## config.mk

```make
export PLATFORM = sky130hd
export DESIGN_NAME = mul_iter_seq
export DESIGN_NICKNAME = d
export VERILOG_FILES = /design/src/rtl/mul_iter_seq.sv
export SDC_FILE = /design/constraint.sdc
export NUM_CORES = 1
export LEC_CHECK = 0
export CORE_MARGIN = 2
export CORE_UTILIZATION = 45
export DETAILED_ROUTE_END_ITERATION = 10
export PLACE_DENSITY = 0.82
export SLEW_MARGIN = 20
export SYNTH_ARGS = -nofsm -noshare
export SYNTH_HDL_FRONTEND = slang
export SYNTH_SLANG_ARGS = --single-unit
```

## constraint.sdc

```tcl
create_clock -name i_clk -period 3.2 [get_ports i_clk]
set_input_delay 0.64 -clock i_clk [delete_from_list [all_inputs] [get_ports i_clk]]
set_output_delay 0.64 -clock i_clk [all_outputs]
set_load 0.03 [all_outputs]
```

## src/rtl/mul_iter_seq.sv

```systemverilog
// Iterative shift-and-add mantissa multiplier: one WIDTH-bit CLA reused over WIDTH cycles.
// Optional MUL_STICKY_EN adds o_sticky = OR of the low product half, for rounding.
module mul_iter_seq #(
  parameter int unsigned WIDTH = 24,
  parameter int unsigned CNT_W = $clog2(WIDTH + 1)
) (
  input  logic               i_clk,
  input  logic               i_rst_n,
  input  logic               i_valid,
  output logic               o_ready,
  input  logic [WIDTH-1:0]   i_mant_a,
  input  logic [WIDTH-1:0]   i_mant_b,
  output logic               o_valid,
  input  logic               i_ready,
  output logic [2*WIDTH-1:0] o_product,
`ifdef MUL_STICKY_EN
  output logic               o_sticky,
`endif
  output logic               o_busy
);

  localparam int unsigned NS  = WIDTH / 4;
  localparam logic        CIN = 1'b0;

  typedef enum logic [1:0] {IDLE, RUN, DONE} state_t;

  state_t             state_q, state_d;
  logic [WIDTH-1:0]   mcand_q, acc_hi_q, acc_lo_q;
  logic [CNT_W-1:0]   cnt_q;
  logic               accept, running, last_iter;

  logic [WIDTH-1:0]   addend, sum, bit_p, bit_g, bit_c;
  logic [NS-1:0]      grp_p, grp_g;
  logic [NS:0]        grp_c;
  logic               run_p;
  logic               carry;
  logic [WIDTH-1:0]   acc_lo_next;

  // Adder: 4-bit slices export P/G; the group unit expands every slice carry-in directly.
  always_comb begin
    addend = acc_lo_q[0] ? mcand_q : '0;
    bit_p  = acc_hi_q ^ addend;
    bit_g  = acc_hi_q & addend;
    for (int unsigned s = 0; s < NS; s++) begin
      grp_p[s] = &bit_p[4*s +: 4];
      grp_g[s] = bit_g[4*s+3]
               | (bit_p[4*s+3] & bit_g[4*s+2])
               | (bit_p[4*s+3] & bit_p[4*s+2] & bit_g[4*s+1])
               | (bit_p[4*s+3] & bit_p[4*s+2] & bit_p[4*s+1] & bit_g[4*s]);
    end
    grp_c    = '0;
    grp_c[0] = CIN;
    run_p    = 1'b1;
    for (int unsigned j = 1; j <= NS; j++) begin
      run_p = 1'b1;
      for (int unsigned k = j; k > 0; k--) begin
        grp_c[j] = grp_c[j] | (grp_g[k-1] & run_p);
        run_p    = run_p & grp_p[k-1];
      end
      grp_c[j] = grp_c[j] | (CIN & run_p);
    end
    bit_c = '0;
    for (int unsigned s = 0; s < NS; s++) begin
      bit_c[4*s] = grp_c[s];
      for (int unsigned i = 1; i < 4; i++) begin
        bit_c[4*s+i] = bit_g[4*s+i-1] | (bit_p[4*s+i-1] & bit_c[4*s+i-1]);
      end
    end
    sum   = bit_p ^ bit_c;
    carry = grp_c[NS];
  end

  assign accept      = (state_q == IDLE) && i_valid;
  assign running     = (state_q == RUN);
  assign last_iter   = running && (cnt_q == CNT_W'(WIDTH - 1));
  assign acc_lo_next = {sum[0], acc_lo_q[WIDTH-1:1]};

  always_ff @(posedge i_clk or negedge i_rst_n) begin
    if (!i_rst_n) begin
      state_q <= IDLE;
    end else begin
      state_q <= state_d;
    end
  end

  always_comb begin
    state_d = state_q;
    o_ready = 1'b0;
    o_valid = 1'b0;
    o_busy  = 1'b0;
    unique case (state_q)
      IDLE: begin
        o_ready = 1'b1;
        if (i_valid) state_d = RUN;
      end
      RUN: begin
        o_busy = 1'b1;
        if (last_iter) state_d = DONE;
      end
      DONE: begin
        o_valid = 1'b1;
        if (i_ready) state_d = IDLE;
      end
      default: state_d = IDLE;
    endcase
  end

  // Right shift of {carry, sum, acc_lo}: the adder carry-out becomes the new MSB.
  always_ff @(posedge i_clk or negedge i_rst_n) begin
    if (!i_rst_n) begin
      mcand_q  <= '0;
      acc_hi_q <= '0;
      acc_lo_q <= '0;
      cnt_q    <= '0;
    end else if (accept) begin
      mcand_q  <= i_mant_a;
      acc_hi_q <= '0;
      acc_lo_q <= i_mant_b;
      cnt_q    <= '0;
    end else if (running) begin
      acc_hi_q <= {carry, sum[WIDTH-1:1]};
      acc_lo_q <= acc_lo_next;
      cnt_q    <= cnt_q + CNT_W'(1);
    end
  end

  assign o_product = {acc_hi_q, acc_lo_q};

`ifdef MUL_STICKY_EN
  logic sticky_q;

  always_ff @(posedge i_clk or negedge i_rst_n) begin
    if (!i_rst_n) begin
      sticky_q <= 1'b0;
    end else if (accept) begin
      sticky_q <= 1'b0;
    end else if (last_iter) begin
      sticky_q <= |acc_lo_next;
    end
  end

  assign o_sticky = sticky_q;
`endif

endmodule
```

==> results of run 1 <==
[final cells by class]
cell class / instances / share of cell area, %
timing repair buffer: 128 / 20.9
sequential: 79 / 33.2
inverter: 35 / 2.20
clock inverter: 5 / 0.566
tap: 129 / 2.71
clock buffer: 11 / 2.37
multi-input combinational: 329 / 38.1
[state kept, by name, indices dropped and copies added, names as in the netlist]
register,cells
acc_hi_q,24
acc_lo_q,24
cnt_q,5
mcand_q,24
state_q,2
[Yosys cell counts (all sizes together), types with 2 or more instances]
| cell | number | share of area, % |
|---|---|---|
| a21oi | 13 | 1.6 |
| a221oi | 2 | 0.82 |
| a22oi | 24 | 4.2 |
| and2 | 11 | 1.6 |
| buf | 15 | 1.8 |
| clkbuf | 8 | 0.70 |
| dfrtp | 79 | 46 |
| fa | 17 | 7.9 |
| ha | 25 | 7.3 |
| inv | 35 | 3.1 |
| nand2 | 152 | 13 |
| nand3 | 24 | 2.8 |
| nand4 | 6 | 0.88 |
| nor2 | 6 | 0.76 |
| o21ai | 31 | 3.7 |
| xor2 | 6 | 1.2 |
[worst register-to-register path, cell delays in order, from the launching register on]
cell and delay (ns):
dfrtp_2 0.47, buf_6 0.15, nand2_2 0.07, inv_1 0.05, ha_1 0.28, and4_4 0.24, a221oi_4 0.07, o21bai_4 0.22
a21boi_2 0.10, fa_2 0.40, fa_2 0.34, inv_2 0.07, fa_2 0.42, nand2_1 0.06, o31ai_1 0.06
[power by group through the flow]
stage	clock network, mW	registers (mW)	logic (mW)
CTS	0.679	1.91	3.43
detailed placement	0	1.93	3.36
finish	0.678	1.95	3.68
floorplan	0	2.40	1.56
global route	0.720	2.01	4.06
global placement	0	1.91	3.19
[kinds of logic after synthesis]
| family | after synthesis |
|---|---|
| AO/OA/AOI/OAI | 76 |
| buffers and inverters | 58 |
| flip-flops | 79 |
| adder cells (fa/ha/maj) | 42 |
| XOR/XNOR | 7 |
| AND/OR/NAND/NOR | 204 |
[repair_timing]
action	4_1_cts	5_1_grt
gates resized for setup	7	43
buffers inserted	2	3
endpoints found under the setup margin	7	8
pin swaps	1	18
[metrics by stage]
| step | TNS, ns | area (um^2) | setup slack [ns] | total power [mW] |
|---|---|---|---|---|
| after detailed placement | -0.922 | 5540 | -0.198 | 5.29 |
| after floorplan | -0.0157 | 4320 | -0.0157 | 3.96 |
| after global routing | -0.156 | 5960 | -0.0497 | 6.80 |
| final | 0 | 5960 | 0.0626 | 6.30 |
| after global placement | -0.0464 | 5540 | -0.0332 | 5.10 |
| after CTS | 0 | 5750 | 0.00511 | 6.02 |
[per-layer routing]
| metal | up-vias | track usage, % | routed length, um | part of all wire, % |
|---|---|---|---|---|
| met5 | - | 0 | 0 | 0 |
| met4 | 0 | 9.36 | 274 | 2.5 |
| met3 | 27 | 2.69 | 376 | 3.4 |
| met2 | 84 | 36.4 | 5990 | 54 |
| met1 | 1812 | 26.4 | 4510 | 40 |
| li1 | 1764 | - | - | - |
[final timing paths]
path | endpoint | cells past startpoint | slack (ns)
worst max-delay path | acc_hi_q[21] | 14 | 0.06
worst min-delay path | acc_lo_q[5] | 1 | 0.17
worst max register to register | acc_hi_q[21] | 14 | 0.06
worst min register to register | mcand_q[19] | 2 | 0.47
max in group asynchronous | acc_hi_q[17] | 2 | 2.44
min in group i_clk | mcand_q[19] | 2 | 0.47
==> qor.csv, run 1 <==
stage,metric,value,unit
run_status,status,completed,
critical_path,critical_path_class,register to register,
power_and_ir_drop,clkPwrFrac,10.8,%
power_and_ir_drop,switching_share,45.6,%
yosys,synth_compound_area_share,11.5,%
global_route,grt_max_degree,80,
cts,tritoncts,done,
route,drtIter0Drc,244,
critical_path,critical_path_arrival,3.36,ns
timing,report.final.slew_viol_count,0,
worst_hold_path,hp-class,input pin to asynchronous set/reset pin,
die,initial_core_util,46.4,%
die,io-pin-count,103,
timing,period_share,98.0,%
timing,hold_viol,0,
critical_path,cpPeakStageDelay,0.47,ns
cts,clock-sinks,79,
final_layout,multi_input_area,0.00227,mm^2
yosys,synth_edf_count,0,
final_layout,layout-drive-gt1-share,16.0,%
placed_design,io_buffer_count,102,
cts,cts_hold_buf,0,
die,die_h,102,um
power_and_ir_drop,peakVddDrop,0.000413,V
flow_run,maxCapViolations,0,
yosys,synth_top_family_by_area,simple AND/OR/NAND/NOR gates,
yosys,synth_adder_area_share,15.2,%
final_layout,fillers,737,
timing,worstMarginPinSlew,0.630,ns
power_and_ir_drop,pwr_density_cell,1060,mW/mm^2
cts,insertion_delay,0.36,ns
yosys,synth_mux_area_share,0,%
placed_design,placed_cells,694,
timing,hold_slack,0.173,ns
global_route,grt_usage,21.1,%
global_route,antenna_found_initial,0,
final_layout,layout_commonest_cell,nand2_1,
final_layout,seq_area,0.00198,mm^2
timing,setup_viol,0,
yosys,postSynth.asyncResetShare,100,%
yosys,synth_seq_cells,79,
route,routed_wl,11.2,mm
final_layout,nets,676,
critical_path,required,3.43,ns
cts,cts-root-buf,clkbuf_8,
die,dieArea,0.0103,mm^2
route,drt_pass1_iterations,4,
yosys,syn_area,0.00429,mm^2
yosys,yosysSeqAreaShare,46.1,%
power_and_ir_drop,power.switching,2.87,mW
critical_path,crit_chain,"buf_6, nand2_2, inv_1, ha_1, and4_4, a221oi_4, o21bai_4, a21boi_2, fa_2, fa_2, inv_2, fa_2, nand2_1, o31ai_1",
timing,rsz0062_at_grt,true,
route,drc,0,
final_layout,final_cell_mix,"145 x nand2_1, 100 x clkdlybuf4s50_1, 78 x dfrtp_1, 31 x inv_1",
global_route,grt_remaining_overflow,0,
yosys,yosys.area_share.simple,20.2,%
final_layout,final_util,64.5,%
final_layout,area_growth,39.1,%
cts,cts_buffers,9,
cts,path_clk_slew,0.09,ns
critical_path,critPathMaxFanout,6,
power_and_ir_drop,internal_power,3.43,mW
cts,htreeDepth,3,
yosys,synthesis.nets,560,
critical_path,cp_num_buf_inv,3,
global_route,grt_pass1_vias,3687,
timing,relSlewSlack,57.9,%
yosys,ys.flop_type,dfrtp_1,
yosys,synth.distinct_cells,37,
power_and_ir_drop,seq_power_share,30.9,%
critical_path,cp_common_cell,fa_2,
final_layout,antenna_cells,0,
timing,fmax,319,MHz
die,core_area,0.00924,mm^2
die,die_w,102,um
yosys,synth_xor_area_share,1.43,%
critical_path,endpoint_kind,register,
placed_design,gp_congestion,0.835,
yosys,postSynthAreaPerCell,9.20,um^2
critical_path,timing.critical_path.max_delay_family,adder cells,
global_route,grt_pass1_wl,17.1,mm
route,vias,3687,
route,vias_per_cell,5.15,
die,rows,35,
power_and_ir_drop,leakage,2.75,nW
critical_path,start_kind,register,
critical_path,crit_path_top_delay_cell,dfrtp_2,
placed_design,dp_hpwl,7.56,mm
critical_path,r2r-start,acc_lo_q[0],
power_and_ir_drop,pwr-share-comb,58.3,%
timing,fin_skew,0.0133,ns
timing,layout_min_cycle_time,3.14,ns
cts,clockBufferDepth,2,
route,antenna_left,0,
yosys,netlist_instances,466,
critical_path,crit_start,acc_lo_q[0],
yosys,synth_warnings,0,
route,avgRoutedWirePerCell,15.6,um
final_layout,final_cells,716,
Power figures use the tool's default switching activity.
==> inputs of run 2 (changes only) <==
--- a/config.mk
+++ b/config.mk
@@ -6,9 +6,10 @@
 export NUM_CORES = 1
 export LEC_CHECK = 0
 export CORE_MARGIN = 2
-export CORE_UTILIZATION = 45
+export CORE_UTILIZATION = 54
 export DETAILED_ROUTE_END_ITERATION = 10
-export PLACE_DENSITY = 0.82
+export PLACE_DENSITY = 0.92
+export SKIP_CTS_REPAIR_TIMING = 1
 export SLEW_MARGIN = 20
 export SYNTH_ARGS = -nofsm -noshare
 export SYNTH_HDL_FRONTEND = slang
==> constraint.sdc (replaced) <==
create_clock -name i_clk -period 3.65 [get_ports i_clk]
set_input_delay 0.73 -clock i_clk [delete_from_list [all_inputs] [get_ports i_clk]]
set_output_delay 0.73 -clock i_clk [all_outputs]
set_load 0.03 [all_outputs]
==> run 2 against run 1 <==
Register-to-register slack better by 0.15 ns. Critical path depth is 1 lower. Hold slack better by 0.31 ns. Worst setup slack better by 0.15 ns. First-iteration DRC count is 31% higher. Clock power is 9.7% higher. Flip-flop and latch count stayed put. Critical path type unchanged. Largest cell class unchanged. Highest routed layer unchanged.
==> qor.csv, run 2 (synthesized netlist as in run 1, its figures left out) <==
stage,metric,value,unit
run_status,status,completed,
critical_path,endpoint_kind,register,
route,vias_per_cell,5.50,
route,antenna_left,0,
timing,report.final.slew_viol_count,0,
timing,worstMarginPinSlew,0.971,ns
global_route,antenna_found_initial,0,
critical_path,critPathMaxFanout,16,
placed_design,placed_cells,652,
route,vias,3673,
timing,setup_viol,0,
critical_path,critical_path_arrival,3.66,ns
final_layout,layout_commonest_cell,nand2_1,
critical_path,critical_path_class,register to register,
route,drt_pass1_iterations,5,
global_route,grt_pass1_wl,17.7,mm
cts,insertion_delay,0.36,ns
cts,htreeDepth,3,
placed_design,gp_congestion,0.863,
final_layout,final_cells,668,
cts,clock-sinks,79,
placed_design,io_buffer_count,102,
critical_path,crit_path_top_delay_cell,dfrtp_2,
timing,fin_skew,0.0144,ns
power_and_ir_drop,p_total,5.27,mW
global_route,grt_max_degree,80,
route,routed_wl,10.6,mm
die,die_w,93.1,um
final_layout,largestRegisters,"acc_hi_q (24), acc_lo_q (24), mcand_q (24)",
global_route,grt_usage,26.1,%
power_and_ir_drop,pwr_density_cell,940,mW/mm^2
critical_path,start_kind,register,
die,die_h,93.1,um
power_and_ir_drop,peakVddDrop,0.000391,V
critical_path,cp_common_cell,fa_1,
worst_hold_path,hp-class,register to register,
route,avgRoutedWirePerCell,15.8,um
timing,layout_min_cycle_time,3.44,ns
flow_run,maxCapViolations,0,
timing,fmax,291,MHz
final_layout,area_growth,30.8,%
die,initial_core_util,55.5,%
final_layout,final_area,0.00561,mm^2
final_layout,final_cell_mix,"152 x nand2_1, 101 x clkdlybuf4s50_1, 78 x dfrtp_1, 34 x inv_1, 28 x o21ai_0",
timing,period_share,94.2,%
critical_path,crit_chain,"buf_4, and2_1, ha_1, a21oi_1, o21ai_1, a221oi_1, a21boi_0, fa_1, fa_1, inv_1, fa_1, xnor2_1, o21ai_0",
cts,tritoncts,done,
final_layout,nets,655,
die,core_area,0.00773,mm^2
global_route,grt_remaining_overflow,0,
route,drc,0,
timing,hold_viol,0,
cts,path_clk_slew,0.09,ns
final_layout,antenna_cells,0,
cts,cts-root-buf,clkbuf_8,
placed_design,dp_hpwl,7.51,mm
die,io-pin-count,103,
die,rows,32,
final_layout,layout-drive-gt1-share,5.48,%
critical_path,cpPeakStageDelay,0.49,ns
cts,clockBufferDepth,2,
die,dieArea,0.00867,mm^2
critical_path,required,3.87,ns
power_and_ir_drop,leakage,2.65,nW
timing,hold_slack,0.480,ns
timing,relSlewSlack,35.3,%
global_route,grt_pass1_vias,3843,
route,drtIter0Drc,320,
placed_design,placed_area,0.00537,mm^2
cts,cts_buffers,9,
-- run 2: cell count changes in the layout (fill, tap and decap cells not counted), moves of 5 or more --
| cell | previous run | this run |
|---|---|---|
| buf_4 | 24 | 6 |
| a21oi_2 | 6 | 1 |
| fa_1 | 8 | 17 |
| ha_4 | 7 | 0 |
| fa_2 | 9 | 0 |
| ha_1 | 17 | 25 |
| nand2_1 | 145 | 152 |
| o21ai_0 | 23 | 28 |
| nand2_2 | 7 | 0 |
| a21oi_1 | 7 | 12 |
-- run 2: final timing paths --
| kind | startpoint | end | slack (ns) | cells after the start |
|---|---|---|---|---|
| setup / recovery | acc_lo_q[0] | acc_hi_q[22] | 0.21 | 13 |
| hold / removal | mcand_q[18] | mcand_q[18] | 0.48 | 2 |
| setup reg to reg | acc_lo_q[0] | acc_hi_q[22] | 0.21 | 13 |
| hold reg to reg | mcand_q[18] | mcand_q[18] | 0.48 | 2 |
| max in group asynchronous | i_rst_n | acc_lo_q[0] | 2.44 | 1 |
| min in group asynchronous | i_rst_n | acc_hi_q[17] | 0.53 | 1 |
-- run 2: worst max-delay path: cells and delay by family, from the launching register on --
kind            cells  cell delay [ns]
flops               1             0.49
compound gates      5             1.05
fa+ha+maj           4             1.16
xor+xnor            1             0.16
buf+inv             2             0.28
simple gates        1             0.15
-- run 2: stage by stage --
| step | setup TNS, ns | worst slack, ns | utilization [%] |
|---|---|---|---|
| after floorplan | 0 | 0.217 | - |
| after global placement | 0 | 0.280 | 69.4 |
| after detailed placement | 0 | 0.157 | 69.4 |
| after CTS | 0 | 0.0379 | 72.4 |
| after global routing | -0.0134 | -0.0134 | 72.6 |
| final | 0 | 0.210 | 72.6 |
-- run 2: final cells by class --
cell class / count / area (um^2)
Fill cell: 527 / 2120
Multi-Input combinational cell: 329 / 2090
Sequential cell: 79 / 1980
Timing Repair Buffer: 107 / 1060
Inverter: 35 / 131
Tap cell: 102 / 128
Clock buffer: 9 / 124
Clock inverter: 7 / 104
-- run 2: layer usage --
metal	part of all wire, %	GRT usage, %	vias to the layer above
met5	0	0	-
met4	2.4	11.0	0
met3	5.2	5.00	26
met2	54	45.1	140
met1	38	32.1	1791
li1	-	-	1716
-- run 2: where the power goes --
part | switching, mW | total (mW) | leakage (nW) | internal (mW)
clock network | 0.350 | 0.744 | 0.108 | 0.393
logic | 1.68 | 2.84 | 1.57 | 1.16
registers | 0.376 | 1.69 | 0.971 | 1.31
total | 2.41 | 5.27 | 2.65 | 2.86
